===== src/rtl/fetch_pkg.sv =====
// Shared types and constants for the dual-issue instruction fetch queue.
package fetch_pkg;

   localparam int          DEFAULT_DEPTH = 8;
   localparam logic [31:0] NOP_INST      = 32'h0000_0013;

   typedef struct packed {
      logic [31:0] pc;
      logic [31:0] inst;
   } fetch_entry_t;

   function automatic logic [31:0] align_pc(input logic [31:0] addr);
      return {addr[31:2], 2'b00};
   endfunction

endpackage


===== src/rtl/inst_fetch_queue_if.sv =====
// Instruction-memory, redirect and decode-side signals of the fetch queue.
interface inst_fetch_queue_if;

   logic [31:0] imem_addr0;
   logic [31:0] imem_addr1;
   logic [31:0] imem_inst0;
   logic [31:0] imem_inst1;
   logic        redirect_valid;
   logic [31:0] redirect_pc;
   logic [1:0]  dec_valid;
   logic [31:0] dec_inst0;
   logic [31:0] dec_pc0;
   logic [31:0] dec_inst1;
   logic [31:0] dec_pc1;
   logic [1:0]  dec_take;

   modport master (
      output imem_addr0, imem_addr1, dec_valid, dec_inst0, dec_pc0, dec_inst1, dec_pc1,
      input  imem_inst0, imem_inst1, redirect_valid, redirect_pc, dec_take
   );

   modport slave (
      input  imem_addr0, imem_addr1, dec_valid, dec_inst0, dec_pc0, dec_inst1, dec_pc1,
      output imem_inst0, imem_inst1, redirect_valid, redirect_pc, dec_take
   );

endinterface


===== src/rtl/fetch_fifo.sv =====
// Two-write / two-read circular buffer of fetch entries with occupancy count and flush.
module fetch_fifo
   import fetch_pkg::*;
#(
   parameter  int DEPTH = DEFAULT_DEPTH,
   localparam int AW    = $clog2(DEPTH),
   localparam int CW    = AW + 1
) (
   input  logic         clk,
   input  logic         rst_n,
   input  logic         flush,
   input  logic         push,
   input  fetch_entry_t wr_data0,
   input  fetch_entry_t wr_data1,
   input  logic [1:0]   pop_cnt,
   output fetch_entry_t rd_data0,
   output fetch_entry_t rd_data1,
   output logic [CW-1:0] count
);

   fetch_entry_t  mem [DEPTH];
   logic [AW-1:0] rd_ptr;
   logic [AW-1:0] wr_ptr;
   logic [AW-1:0] rd_ptr_p1;
   logic [AW-1:0] wr_ptr_p1;

   assign rd_ptr_p1 = rd_ptr + AW'(1);
   assign wr_ptr_p1 = wr_ptr + AW'(1);

   // Pushes always come in pairs; the caller guarantees room and clamps pop_cnt.
   always_ff @(posedge clk or negedge rst_n) begin
      if (!rst_n) begin
         rd_ptr <= '0;
         wr_ptr <= '0;
         count  <= '0;
      end else if (flush) begin
         rd_ptr <= '0;
         wr_ptr <= '0;
         count  <= '0;
      end else begin
         if (push)
            wr_ptr <= wr_ptr + AW'(2);
         rd_ptr <= rd_ptr + AW'(pop_cnt);
         count  <= count + (push ? CW'(2) : CW'(0)) - CW'(pop_cnt);
      end
   end

   always_ff @(posedge clk) begin
      if (push && !flush) begin
         mem[wr_ptr]    <= wr_data0;
         mem[wr_ptr_p1] <= wr_data1;
      end
   end

   assign rd_data0 = mem[rd_ptr];
   assign rd_data1 = mem[rd_ptr_p1];

endmodule


===== src/rtl/inst_fetch_queue.sv =====
// Dual-issue fetch stage: owns the PC, pushes fetched pairs into fetch_fifo, handles redirects.
// Define INST_FETCH_PERF_EN to add the perf_stall_cycles / perf_issued counters.
module inst_fetch_queue
   import fetch_pkg::*;
#(
   parameter int          DEPTH    = DEFAULT_DEPTH,
   parameter logic [31:0] RESET_PC = 32'h0000_0000
) (
   input  logic               clk,
   input  logic               rst_n,
`ifdef INST_FETCH_PERF_EN
   output logic [31:0]        perf_stall_cycles,
   output logic [31:0]        perf_issued,
`endif
   inst_fetch_queue_if.master fetch_bus
);

   localparam int CW = $clog2(DEPTH) + 1;

   logic [31:0]   pc;
   logic [CW-1:0] count;
   logic          room;
   logic          push;
   logic [1:0]    avail;
   logic [1:0]    accepted;
   fetch_entry_t  wr_data0;
   fetch_entry_t  wr_data1;
   fetch_entry_t  rd_data0;
   fetch_entry_t  rd_data1;

   assign fetch_bus.imem_addr0 = pc;
   assign fetch_bus.imem_addr1 = pc + 32'd4;

   // Room is judged on the registered count so a full queue never relies on a same-cycle pop.
   assign room  = (count <= CW'(DEPTH - 2));
   assign push  = room && !fetch_bus.redirect_valid;
   assign avail = (count >= CW'(2)) ? 2'd2 : count[1:0];

   always_comb begin
      accepted = fetch_bus.dec_take;
      if (fetch_bus.dec_take > avail)
         accepted = avail;
      if (fetch_bus.redirect_valid)
         accepted = 2'd0;
   end

   assign wr_data0 = '{pc: pc,          inst: fetch_bus.imem_inst0};
   assign wr_data1 = '{pc: pc + 32'd4,  inst: fetch_bus.imem_inst1};

   always_ff @(posedge clk or negedge rst_n) begin
      if (!rst_n)
         pc <= RESET_PC;
      else if (fetch_bus.redirect_valid)
         pc <= align_pc(fetch_bus.redirect_pc);
      else if (push)
         pc <= pc + 32'd8;
   end

   fetch_fifo #(.DEPTH(DEPTH)) u_fifo (
      .clk      (clk),
      .rst_n    (rst_n),
      .flush    (fetch_bus.redirect_valid),
      .push     (push),
      .wr_data0 (wr_data0),
      .wr_data1 (wr_data1),
      .pop_cnt  (accepted),
      .rd_data0 (rd_data0),
      .rd_data1 (rd_data1),
      .count    (count)
   );

   // Empty decode slots show a NOP at PC 0 rather than stale buffer contents.
   always_comb begin
      fetch_bus.dec_valid = {count >= CW'(2), count >= CW'(1)};
      fetch_bus.dec_inst0 = NOP_INST;
      fetch_bus.dec_pc0   = 32'd0;
      fetch_bus.dec_inst1 = NOP_INST;
      fetch_bus.dec_pc1   = 32'd0;
      if (count >= CW'(1)) begin
         fetch_bus.dec_inst0 = rd_data0.inst;
         fetch_bus.dec_pc0   = rd_data0.pc;
      end
      if (count >= CW'(2)) begin
         fetch_bus.dec_inst1 = rd_data1.inst;
         fetch_bus.dec_pc1   = rd_data1.pc;
      end
   end

`ifdef INST_FETCH_PERF_EN
   logic [32:0] issued_sum;

   assign issued_sum = {1'b0, perf_issued} + 33'(accepted);

   // Both counters saturate; redirect cycles are neither stalls nor issues.
   always_ff @(posedge clk or negedge rst_n) begin
      if (!rst_n) begin
         perf_stall_cycles <= '0;
         perf_issued       <= '0;
      end else if (!fetch_bus.redirect_valid) begin
         if (!room && (perf_stall_cycles != 32'hFFFF_FFFF))
            perf_stall_cycles <= perf_stall_cycles + 32'd1;
         perf_issued <= issued_sum[32] ? 32'hFFFF_FFFF : issued_sum[31:0];
      end
   end
`endif

endmodule


===== src/flat_wrapper.sv =====
// flat-port wrapper written by rule: the top's interface ports become plain ports
module inst_fetch_queue_flat import fetch_pkg::*;
#(
   parameter int          DEPTH    = DEFAULT_DEPTH,
   parameter logic [31:0] RESET_PC = 32'h0000_0000
)
  (clk, rst_n, fetch_bus_imem_addr0, fetch_bus_imem_addr1, fetch_bus_dec_valid, fetch_bus_dec_inst0, fetch_bus_dec_pc0, fetch_bus_dec_inst1, fetch_bus_dec_pc1, fetch_bus_imem_inst0, fetch_bus_imem_inst1, fetch_bus_redirect_valid, fetch_bus_redirect_pc, fetch_bus_dec_take);
  inst_fetch_queue_if fetch_bus_i ();
  input  logic clk;
  input  logic rst_n;
  output wire logic [$bits(fetch_bus_i.imem_addr0)-1:0] fetch_bus_imem_addr0;
  output wire logic [$bits(fetch_bus_i.imem_addr1)-1:0] fetch_bus_imem_addr1;
  output wire logic [$bits(fetch_bus_i.dec_valid)-1:0] fetch_bus_dec_valid;
  output wire logic [$bits(fetch_bus_i.dec_inst0)-1:0] fetch_bus_dec_inst0;
  output wire logic [$bits(fetch_bus_i.dec_pc0)-1:0] fetch_bus_dec_pc0;
  output wire logic [$bits(fetch_bus_i.dec_inst1)-1:0] fetch_bus_dec_inst1;
  output wire logic [$bits(fetch_bus_i.dec_pc1)-1:0] fetch_bus_dec_pc1;
  input wire logic [$bits(fetch_bus_i.imem_inst0)-1:0] fetch_bus_imem_inst0;
  input wire logic [$bits(fetch_bus_i.imem_inst1)-1:0] fetch_bus_imem_inst1;
  input wire logic [$bits(fetch_bus_i.redirect_valid)-1:0] fetch_bus_redirect_valid;
  input wire logic [$bits(fetch_bus_i.redirect_pc)-1:0] fetch_bus_redirect_pc;
  input wire logic [$bits(fetch_bus_i.dec_take)-1:0] fetch_bus_dec_take;
  assign fetch_bus_imem_addr0 = fetch_bus_i.imem_addr0;
  assign fetch_bus_imem_addr1 = fetch_bus_i.imem_addr1;
  assign fetch_bus_dec_valid = fetch_bus_i.dec_valid;
  assign fetch_bus_dec_inst0 = fetch_bus_i.dec_inst0;
  assign fetch_bus_dec_pc0 = fetch_bus_i.dec_pc0;
  assign fetch_bus_dec_inst1 = fetch_bus_i.dec_inst1;
  assign fetch_bus_dec_pc1 = fetch_bus_i.dec_pc1;
  assign fetch_bus_i.imem_inst0 = fetch_bus_imem_inst0;
  assign fetch_bus_i.imem_inst1 = fetch_bus_imem_inst1;
  assign fetch_bus_i.redirect_valid = fetch_bus_redirect_valid;
  assign fetch_bus_i.redirect_pc = fetch_bus_redirect_pc;
  assign fetch_bus_i.dec_take = fetch_bus_dec_take;
  inst_fetch_queue #(.DEPTH(DEPTH), .RESET_PC(RESET_PC)) u_core (.clk(clk), .rst_n(rst_n), .fetch_bus(fetch_bus_i));
endmodule

===== config.mk =====
export PLATFORM = sky130hd
export DESIGN_NAME = inst_fetch_queue_flat
export DESIGN_NICKNAME = d
export VERILOG_FILES = /design/src/rtl/fetch_pkg.sv /design/src/rtl/inst_fetch_queue_if.sv /design/src/rtl/fetch_fifo.sv /design/src/rtl/inst_fetch_queue.sv /design/src/flat_wrapper.sv
export SDC_FILE = /design/constraint.sdc
export NUM_CORES = 1
export LEC_CHECK = 0
export ABC_AREA = 1
export CAP_MARGIN = 0
export CORE_MARGIN = 4
export CORE_UTILIZATION = 41
export DETAILED_ROUTE_END_ITERATION = 10
export PLACE_DENSITY = 0.62
export SYNTH_ARGS = -nofsm -noshare
export SYNTH_HDL_FRONTEND = slang
export SYNTH_SLANG_ARGS = --single-unit

===== constraint.sdc =====
create_clock -name clk -period 6.65 [get_ports clk]
set_clock_uncertainty 0.05 [all_clocks]
set_input_delay 1.995 -clock clk [delete_from_list [all_inputs] [get_ports clk]]
set_output_delay 1.995 -clock clk [all_outputs]
set_load 0.03 [all_outputs]

==> parameters.txt, run 1 <==
Parameter                              Value

Cells and area
  Synthesis-to-finish area growth ... 16.0%
  Leading cell type in the layout, fill and taps excluded ... sky130_fd_sc_hd__nand2_1
  Layout net count ... 3,905
  Layout fillers ... slightly above 7,000
  Footprint of the flip-flops and latches ... 15,900 um2
  Ratio of cells with drive above 1 in the final layout ... approximately 6.5%
  Highest-count cells in the layout ignoring fill and taps ... sky130_fd_sc_hd__nand2_1, sky130_fd_sc_hd__o21ai_0, sky130_fd_sc_hd__edfxtp_1
  Area taken by multi-input logic gates ... roughly 12,000 um2

Routing
  Total number of vias ... ~27,000
  Remaining routing DRC violations ... 0
  Post-route ant nets ... 0
  Wire length per cell after detailed routing ... between 20 and 25 um
  Detailed router's first-iteration violation count ... roughly 3,100
  Iteration count of the initial detailed-routing pass ... 8
  Final wirelength ... slightly above 100 mm
  Ratio of routed vias to standard cells ... about 5.5

Global routing
  Global-route total usage across every layer ... roughly a quarter
  Largest net degree at the start of global routing ... 212
  Global route total overflow ... 0
  Vias in the first global route ... roughly 25,000
  Wire length of the first global-routing pass ... roughly 150 mm
  Initial antenna violation count ... 2

Logic synthesis
  Gate count of the mapped netlist ... about 3,800
  Mean instance size in the synthesized netlist ... approximately 8.1 um2
  Commonest register cell after synthesis ... sky130_fd_sc_hd__edfxtp_1
  Total of warnings raised by yosys ... 0
  Synthesized cell area ... ~31,000 um2
  Share of the yosys chip area belonging to registers ... around half
  Number of distinct library cell variants in the gate-level netlist after synthesis ... 39
  Count of flip-flops with a built-in enable after synthesis ... just under 500
  Post-synthesis sequential element count ... between 500 and 600
  Share of async-settable or async-resettable flops after synthesis ... under 10%

STA
  Max Freq ... 160 MHz
  Setup Viol. Count Final ... 0
  Final worst path period share ... between 90% and 100%
  Time the worst path needs with I/O delays and setup ... roughly 6.2 ns
  Final number of hold-violating endpoints ... 0
  Setup Total Neg Slack ... 0 ns
  Setup repair after global routing missed its margin ... false
  Max-slew violations ... 0
  Relative slew margins ... roughly a fifth
  Worst slack on hold paths ... a little under 0.6 ns
  Transition at the pin with the smallest max-transition slack ... around 1.2 ns

CTS
  Post-CTS sizing ... 0
  Clock tree from TritonCTS ... built
  CTS clk-pin slew, worst paths ... around 0.060 ns
  Number of buffers inserted by hold repair at cts ... 0
  Root buf cell ... sky130_fd_sc_hd__clkbuf_16
  CTS Buf Count ... 60
  Number of buffers added for setup after CTS ... 0
  Clock buffer depth ... 3
  Total number of H-tree levels ... 2
  Skew-Pair Late Insertion Delay ... a little over 0.6 ns
  Sinks on the clock net ... between 500 and 600

Worst setup path
  FF-to-FF End ... u_core.u_fifo.count[2]
  WP data required ... roughly 4.6 ns
  Cells along the critical path ... inv_8 -> buf_4 -> nor2_1 -> o21ai_0 -> a21oi_1 -> nor3_1 -> clkdlybuf4s50_1
  Slowest Stage Delay on Critical Path ... 0.82 ns
  Cell class contributing the biggest share of worst-path delay ... buffers and inverters
  Depth of the most critical reg-to-reg path ... 16
  Slack of the worst reg-to-reg path ... ~3.2 ns
  Cell with the largest stage delay on the worst path ... sky130_fd_sc_hd__inv_8
  Buffers and inverters on the worst path ... 3
  Startpoint kind of the worst setup timing path ... register
  Critical path data arrival time ... about 4.2 ns
  CP Class ... register to primary output
  Worst Path Max Fanout ... ~190
  Critical R2R Launch ... u_core.u_fifo.count[2]
  CP endpoint kind ... primary output

Power
  Areal power density over the cells ... ~530 nW/um2
  Worst vdd rail ir drop ... slightly above 0.6 mV
  Leakage power ... between 0.01 and 0.015 uW

Place
  Weighted congestion reported at the end of routability-driven placement ... 0.923
  Port Buf Inserts ... 284
  Half-perimeter wire length after placement ... a little over 60 mm

Run
  Max-cap violations ... 0

Floorplanning
  Area of the core ... roughly 74,000 um2
  IO Pins ... between 200 and 300
  Initial standard-cell utilization of the core ... between 40 and 50%
  Die outline height ... roughly 280 um
  Die ar. ... just under 80,000 um2
  Number of core rows ... 100
  DIE WIDTH ... roughly 280 um

Outcome
  Run status ... finished clean

Worst hold path
  Startpoint of the most critical hold path ... u_core.u_fifo.wr_ptr[2]
  Class of the worst hold path ... register to register
  Cell depth of the worst hold path ... 2
  Worst Hold Path EP ... u_core.u_fifo.wr_ptr[2]
routing by layer:
layer | part of all wire (%) | vias to the layer above | wire (um) | global-route usage [%]
met5 | 0 | - | 0 | 0
met4 | 3.5 | 0 | 3640 | 9.44
met1 | 41 | 12367 | 42600 | 33.9
met3 | 8.2 | 224 | 8420 | 3.44
met2 | 47 | 1230 | 48500 | 41.7
li1 | - | 12710 | - | -
where the power goes:
group          switching (uW)  internal, uW  total, uW
Clock                    1340          1970       3310
Sequential                481          4540       5030
Combinational            7320          3440      10800
synth_stat cells, types with 4 or more instances:
cell type	number	area [um2]
sky130_fd_sc_hd__a21oi_1	417	2090
sky130_fd_sc_hd__buf_1	13	48.8
sky130_fd_sc_hd__buf_2	101	505
sky130_fd_sc_hd__buf_4	26	195
sky130_fd_sc_hd__buf_6	7	78.8
sky130_fd_sc_hd__clkbuf_1	256	961
sky130_fd_sc_hd__dfrtp_1	39	976
sky130_fd_sc_hd__edfxtp_1	496	14900
sky130_fd_sc_hd__ha_1	16	200
sky130_fd_sc_hd__inv_1	224	841
sky130_fd_sc_hd__inv_2	9	33.8
sky130_fd_sc_hd__nand2_1	744	2790
sky130_fd_sc_hd__nand2_2	10	62.6
sky130_fd_sc_hd__nand3_1	225	1130
sky130_fd_sc_hd__nor2_1	354	1330
sky130_fd_sc_hd__nor2_2	11	68.8
sky130_fd_sc_hd__nor2_4	9	101
sky130_fd_sc_hd__nor3_1	118	591
sky130_fd_sc_hd__o211ai_1	6	45.0
sky130_fd_sc_hd__o21ai_0	576	2880
sky130_fd_sc_hd__o21ai_1	12	60.1
sky130_fd_sc_hd__or2_0	11	68.8
sky130_fd_sc_hd__or2_2	51	319
sky130_fd_sc_hd__xnor2_1	4	35.0
sky130_fd_sc_hd__xor2_1	16	140
sky130_fd_sc_hd__xor2_2	8	130
through the flow:
step / instance area [um2] / power (uW) / setup WS, ns / instances / utilization (%)
finish: 35700 / 19100 / 0.409 / 4800 / 47.9
global route: 35700 / 20200 / 0.179 / 4799 / 47.9
CTS: 35700 / 19100 / 0.355 / 4798 / 47.9
detailed placement: 33800 / 15800 / 1.01 / 4692 / 45.3
global placement: 33800 / 15700 / 1.02 / 4692 / 45.3
floorplan: 30800 / 11700 / 2.33 / 3788 / -
sequential cells by signal, indices dropped and copies added (netlist names):
name and flops:
u_core.fetch_bus.imem_addr0 30, u_core.u_fifo.count 4, u_core.u_fifo.mem 496, u_core.u_fifo.rd_ptr 3, u_core.u_fifo.wr_ptr 2
kinds of logic after synthesis:
| kind of cell | after synthesis | synth area share, % |
|---|---|---|
| AND/OR/NAND/NOR | 1541 | 21.2 |
| AO/OA/AOI/OAI | 1018 | 16.7 |
| buffers and inverters | 639 | 8.70 |
| flip-flops | 535 | 51.6 |
| XOR/XNOR | 28 | 0.992 |
| adder cells (fa/ha/maj) | 19 | 0.846 |
| other | 1 | 0.0122 |
worst register-to-register path, delay by kind of cell, from the launching register on:
kind | cells | cell delay (ns)
and+or+nand+nor | 2 | 0.29
adders and majority gates | 5 | 1.35
buffers and inverters | 5 | 0.39
AOI/OAI and AO/OA | 4 | 0.92
DFF | 1 | 0.42
worst max-delay path by stage:
stage / depth (start not counted) / endpoint / slack, ns / start
after floorplan: 5 / u_core.u_fifo.mem[0][0] / 2.33 / fetch_bus_redirect_valid
after global placement: 8 / fetch_bus_dec_pc1[13] / 1.02 / u_core.u_fifo.rd_ptr[0]
after detailed placement: 8 / fetch_bus_dec_pc1[13] / 1.01 / u_core.u_fifo.rd_ptr[0]
after CTS: 8 / fetch_bus_dec_pc1[13] / 0.36 / u_core.u_fifo.rd_ptr[0]
after global routing: 7 / fetch_bus_dec_pc1[14] / 0.18 / u_core.u_fifo.rd_ptr[0]
final: 7 / fetch_bus_dec_pc1[14] / 0.41 / u_core.u_fifo.rd_ptr[0]
area by class of cell:
class                      instances  share of cell area [%]
sequential                       535                    44.5
antenna                            2                  0.0140
inverter                         235                    2.56
tap                              969                    3.40
timing repair buffer             339                    9.66
multi-input combinational       2614                    34.5
clock inverter                    31                   0.985
clock buffer                      75                    4.42
No activity file was read; power rests on OpenSTA's default activity.
==> inputs of run 2 (changes only) <==
- CORE_MARGIN: 4 -> 2
- REMOVE_ABC_BUFFERS: unset -> 1
- clock period: 6.65 -> 7.2 ns (I/O delays scaled with it)
==> run 2 against run 1 <==
Power shrank 7.9%. Largest power group unchanged. Largest cell class unchanged. Core utilization shrank 0.061 points. Critical path depth is the same. Global-route usage grew 0.73 points. Cell count shrank 0.10%.
==> parameters.txt, run 2 (synthesized netlist as in run 1, its figures left out) <==
Parameter                              Value

Place
  Placed cell count ... 4,685 (-0.15%)
  Port Buf Inserts ... 284 (unchanged)
  Pre-CTS setup slack ... 1.04 ns (+0.0221 ns)
  Half-perimeter wire length after placement ... 59.3 mm (-2.7%)
  Placement-stage cell area ... 33,600 um2 (-0.41%)
  Weighted congestion reported at the end of routability-driven placement ... 0.869 (-5.9%)

STA
  Transition at the pin with the smallest max-transition slack ... 1.29 ns (+0.0905 ns)
  Fin worst setup slack ... 0.268 ns (-0.141 ns)
  Final worst path period share ... between 90% and 100%
  Max Freq ... 144 MHz
  Setup Total Neg Slack ... 0 ns (unchanged)
  Final number of hold-violating endpoints ... 0 (unchanged)
  Max-slew violations ... 0 (unchanged)
  Setup Viol. Count Final ... 0 (unchanged)
  Time the worst path needs with I/O delays and setup ... 6.93 ns
  Relative slew margins ... 14.2% (-6.0 points)
  Setup repair after global routing missed its margin ... false

Floorplanning
  Die outline height ... 278 um (-1.4%)
  IO Pins ... 295 (unchanged)
  Initial standard-cell utilization of the core ... 41.4% (+0.070 points)
  Number of core rows ... 100 (unchanged)
  Die ar. ... 77,200 um2 (-2.8%)
  DIE WIDTH ... 278 um (-1.4%)
  Area of the core ... 74,300 um2 (-0.17%)

Power
  Leakage power ... 0.0134 uW (-0.20%)
  Areal power density over the cells ... 494 nW/um2 (-7.6%)
  Overall power consumption ... 17,600 uW (-7.9%)
  Worst vdd rail ir drop ... 0.409 mV (-34%)

Worst setup path
  Depth of the most critical reg-to-reg path ... 16 (unchanged)
  Slack of the worst reg-to-reg path ... 3.40 ns (+0.25 ns)
  WP data required ... 4.99 ns (+0.38 ns)
  Cells along the critical path ... ha_4 -> inv_4 -> buf_12 -> o21ai_0 -> a21oi_1 -> nor3_1 -> clkdlybuf4s50_1
  Slowest Stage Delay on Critical Path ... 1.00 ns (+0.18 ns)
  CP endpoint kind ... primary output
  Cell with the largest stage delay on the worst path ... sky130_fd_sc_hd__ha_4
  Critical R2R Launch ... u_core.u_fifo.count[2]
  FF-to-FF End ... u_core.u_fifo.count[2]
  Critical path data arrival time ... 4.72 ns (+0.52 ns)
  Worst Path Max Fanout ... 59 (-70%)
  CP Class ... register to primary output
  Startpoint kind of the worst setup timing path ... register

Global routing
  Wire length of the first global-routing pass ... 152 mm (+0.66%)
  Vias in the first global route ... 25,084 (+1.3%)
  Global-route total usage across every layer ... 25.9% (+0.73 points)
  Initial antenna violation count ... 1 (-1)
  Global route total overflow ... 0 (unchanged)
  Largest net degree at the start of global routing ... 303 (+43%)

Cells and area
  Layout fillers ... 7,057 (-0.085%)
  Flip-flop count of the largest register, all copies and words added ... 496 (unchanged)
  Highest-count cells in the layout ignoring fill and taps ... sky130_fd_sc_hd__nand2_1, sky130_fd_sc_hd__o21ai_0, sky130_fd_sc_hd__edfxtp_1
  Non-Filler Instances ... 4,795 (-0.10%)
  Register bank with the most flops ... u_core.u_fifo.mem
  Ratio of cells with drive above 1 in the final layout ... 6.48% (-0.021 points)
  Leading cell type in the layout, fill and taps excluded ... sky130_fd_sc_hd__nand2_1
  Synthesis-to-finish area growth ... 15.7%
  Diodes inserted ... 0 (-2)
  Layout Cell Area excl Fill ... 35,600 um2 (-0.29%)
  Area taken by multi-input logic gates ... 12,300 um2 (unchanged)
  Layout net count ... 3,898 (-0.18%)
  Footprint of the flip-flops and latches ... 15,900 um2 (unchanged)

Worst hold path
  Startpoint of the most critical hold path ... u_core.u_fifo.wr_ptr[2]
  Worst Hold Path EP ... u_core.u_fifo.wr_ptr[2]
  Cell depth of the worst hold path ... 2 (unchanged)
  Class of the worst hold path ... register to register

Routing
  Ratio of routed vias to standard cells ... 5.55 (+0.44%)
  Wire length per cell after detailed routing ... 21.3 um (-0.90%)
  Final wirelength ... 102 mm (-1.0%)
  Total number of vias ... 26,620 (+0.34%)
  Post-route ant nets ... 0 (unchanged)
  Remaining routing DRC violations ... 0 (unchanged)
  Iteration count of the initial detailed-routing pass ... 6 (-2)
  Detailed router's first-iteration violation count ... 2,867 (-7.8%)

CTS
  CTS clk-pin slew, worst paths ... 0.06 ns (about the same)
  Skew-Pair Late Insertion Delay ... 0.63 ns (+0.02 ns)
  Clock tree from TritonCTS ... built
  Sinks on the clock net ... 535 (unchanged)
  Total number of H-tree levels ... 2 (unchanged)
  Clock buffer depth ... 3 (unchanged)
  Post-CTS sizing ... 0 (unchanged)
  Number of buffers inserted by hold repair at cts ... 0 (unchanged)
  CTS Buf Count ... 60 (unchanged)
  Number of buffers added for setup after CTS ... 0 (unchanged)
  Root buf cell ... sky130_fd_sc_hd__clkbuf_16

Run
  Max-cap violations ... 0 (unchanged)

Outcome
  Run status ... finished clean
run 2: cell types whose count changed in the layout (fill, tap and decap cells not counted), sizes merged:
cell      delta
clkinv       -5
clkbuf       +8
inv          +5
clkinvlp     -2
bufinv       -2
buf          -7
diode        -2
run 2: report_power, final:
group | switching [uW] | total (uW) | internal (uW)
Clock | 1270 | 3110 | 1840
Sequential | 445 | 4640 | 4200
Combinational | 6700 | 9830 | 3130
run 2: area by class of cell:
type                       instances  area share [%]
multi-input combinational       2614            34.6
inverter                         235            2.58
tap                              969            3.41
clock buffer                      83            4.75
sequential                       535            44.6
clock inverter                    27           0.780
timing repair buffer             332            9.29
run 2: worst max-delay path by stage:
| stage | start | end | cells after the start |
|---|---|---|---|
| 6_report | u_core.u_fifo.rd_ptr[0] | fetch_bus_dec_pc1[10] | 7 |
| 5_1_grt | u_core.u_fifo.rd_ptr[0] | fetch_bus_dec_pc1[11] | 7 |
| 4_1_cts | u_core.u_fifo.rd_ptr[0] | fetch_bus_dec_pc1[10] | 7 |
| 3_5_place_dp | u_core.u_fifo.rd_ptr[0] | fetch_bus_dec_pc1[10] | 7 |
| 3_3_place_gp | u_core.u_fifo.rd_ptr[0] | fetch_bus_dec_pc1[10] | 7 |
| 2_1_floorplan | u_core.u_fifo.rd_ptr[0] | fetch_bus_dec_pc1[28] | 4 |
run 2: metal layers:
metal	vias up	track usage (%)	share of wire, %
met5	-	0	0.0069
met4	2	8.29	2.9
met3	222	3.86	8.3
met2	1202	42.9	47
met1	12498	35.0	42
li1	12696	-	-
run 2: worst max-delay path: cells and delay by family, from the launching register on:
family | cells | cell delay (ns)
buf+inv | 3 | 1.57
simple gates | 1 | 0.58
compound gates | 2 | 0.18
fa+ha+maj | 1 | 1.00
flops | 1 | 0.74
run 2: per-stage QoR:
stage | hold WS, ns | utilization (%)
3_3_place_gp | 0.563 | 45.2
3_5_place_dp | 0.578 | 45.2
4_1_cts | 0.590 | 47.9
6_report | 0.605 | 47.9
5_1_grt | 0.610 | 47.9
2_1_floorplan | 0.530 | -
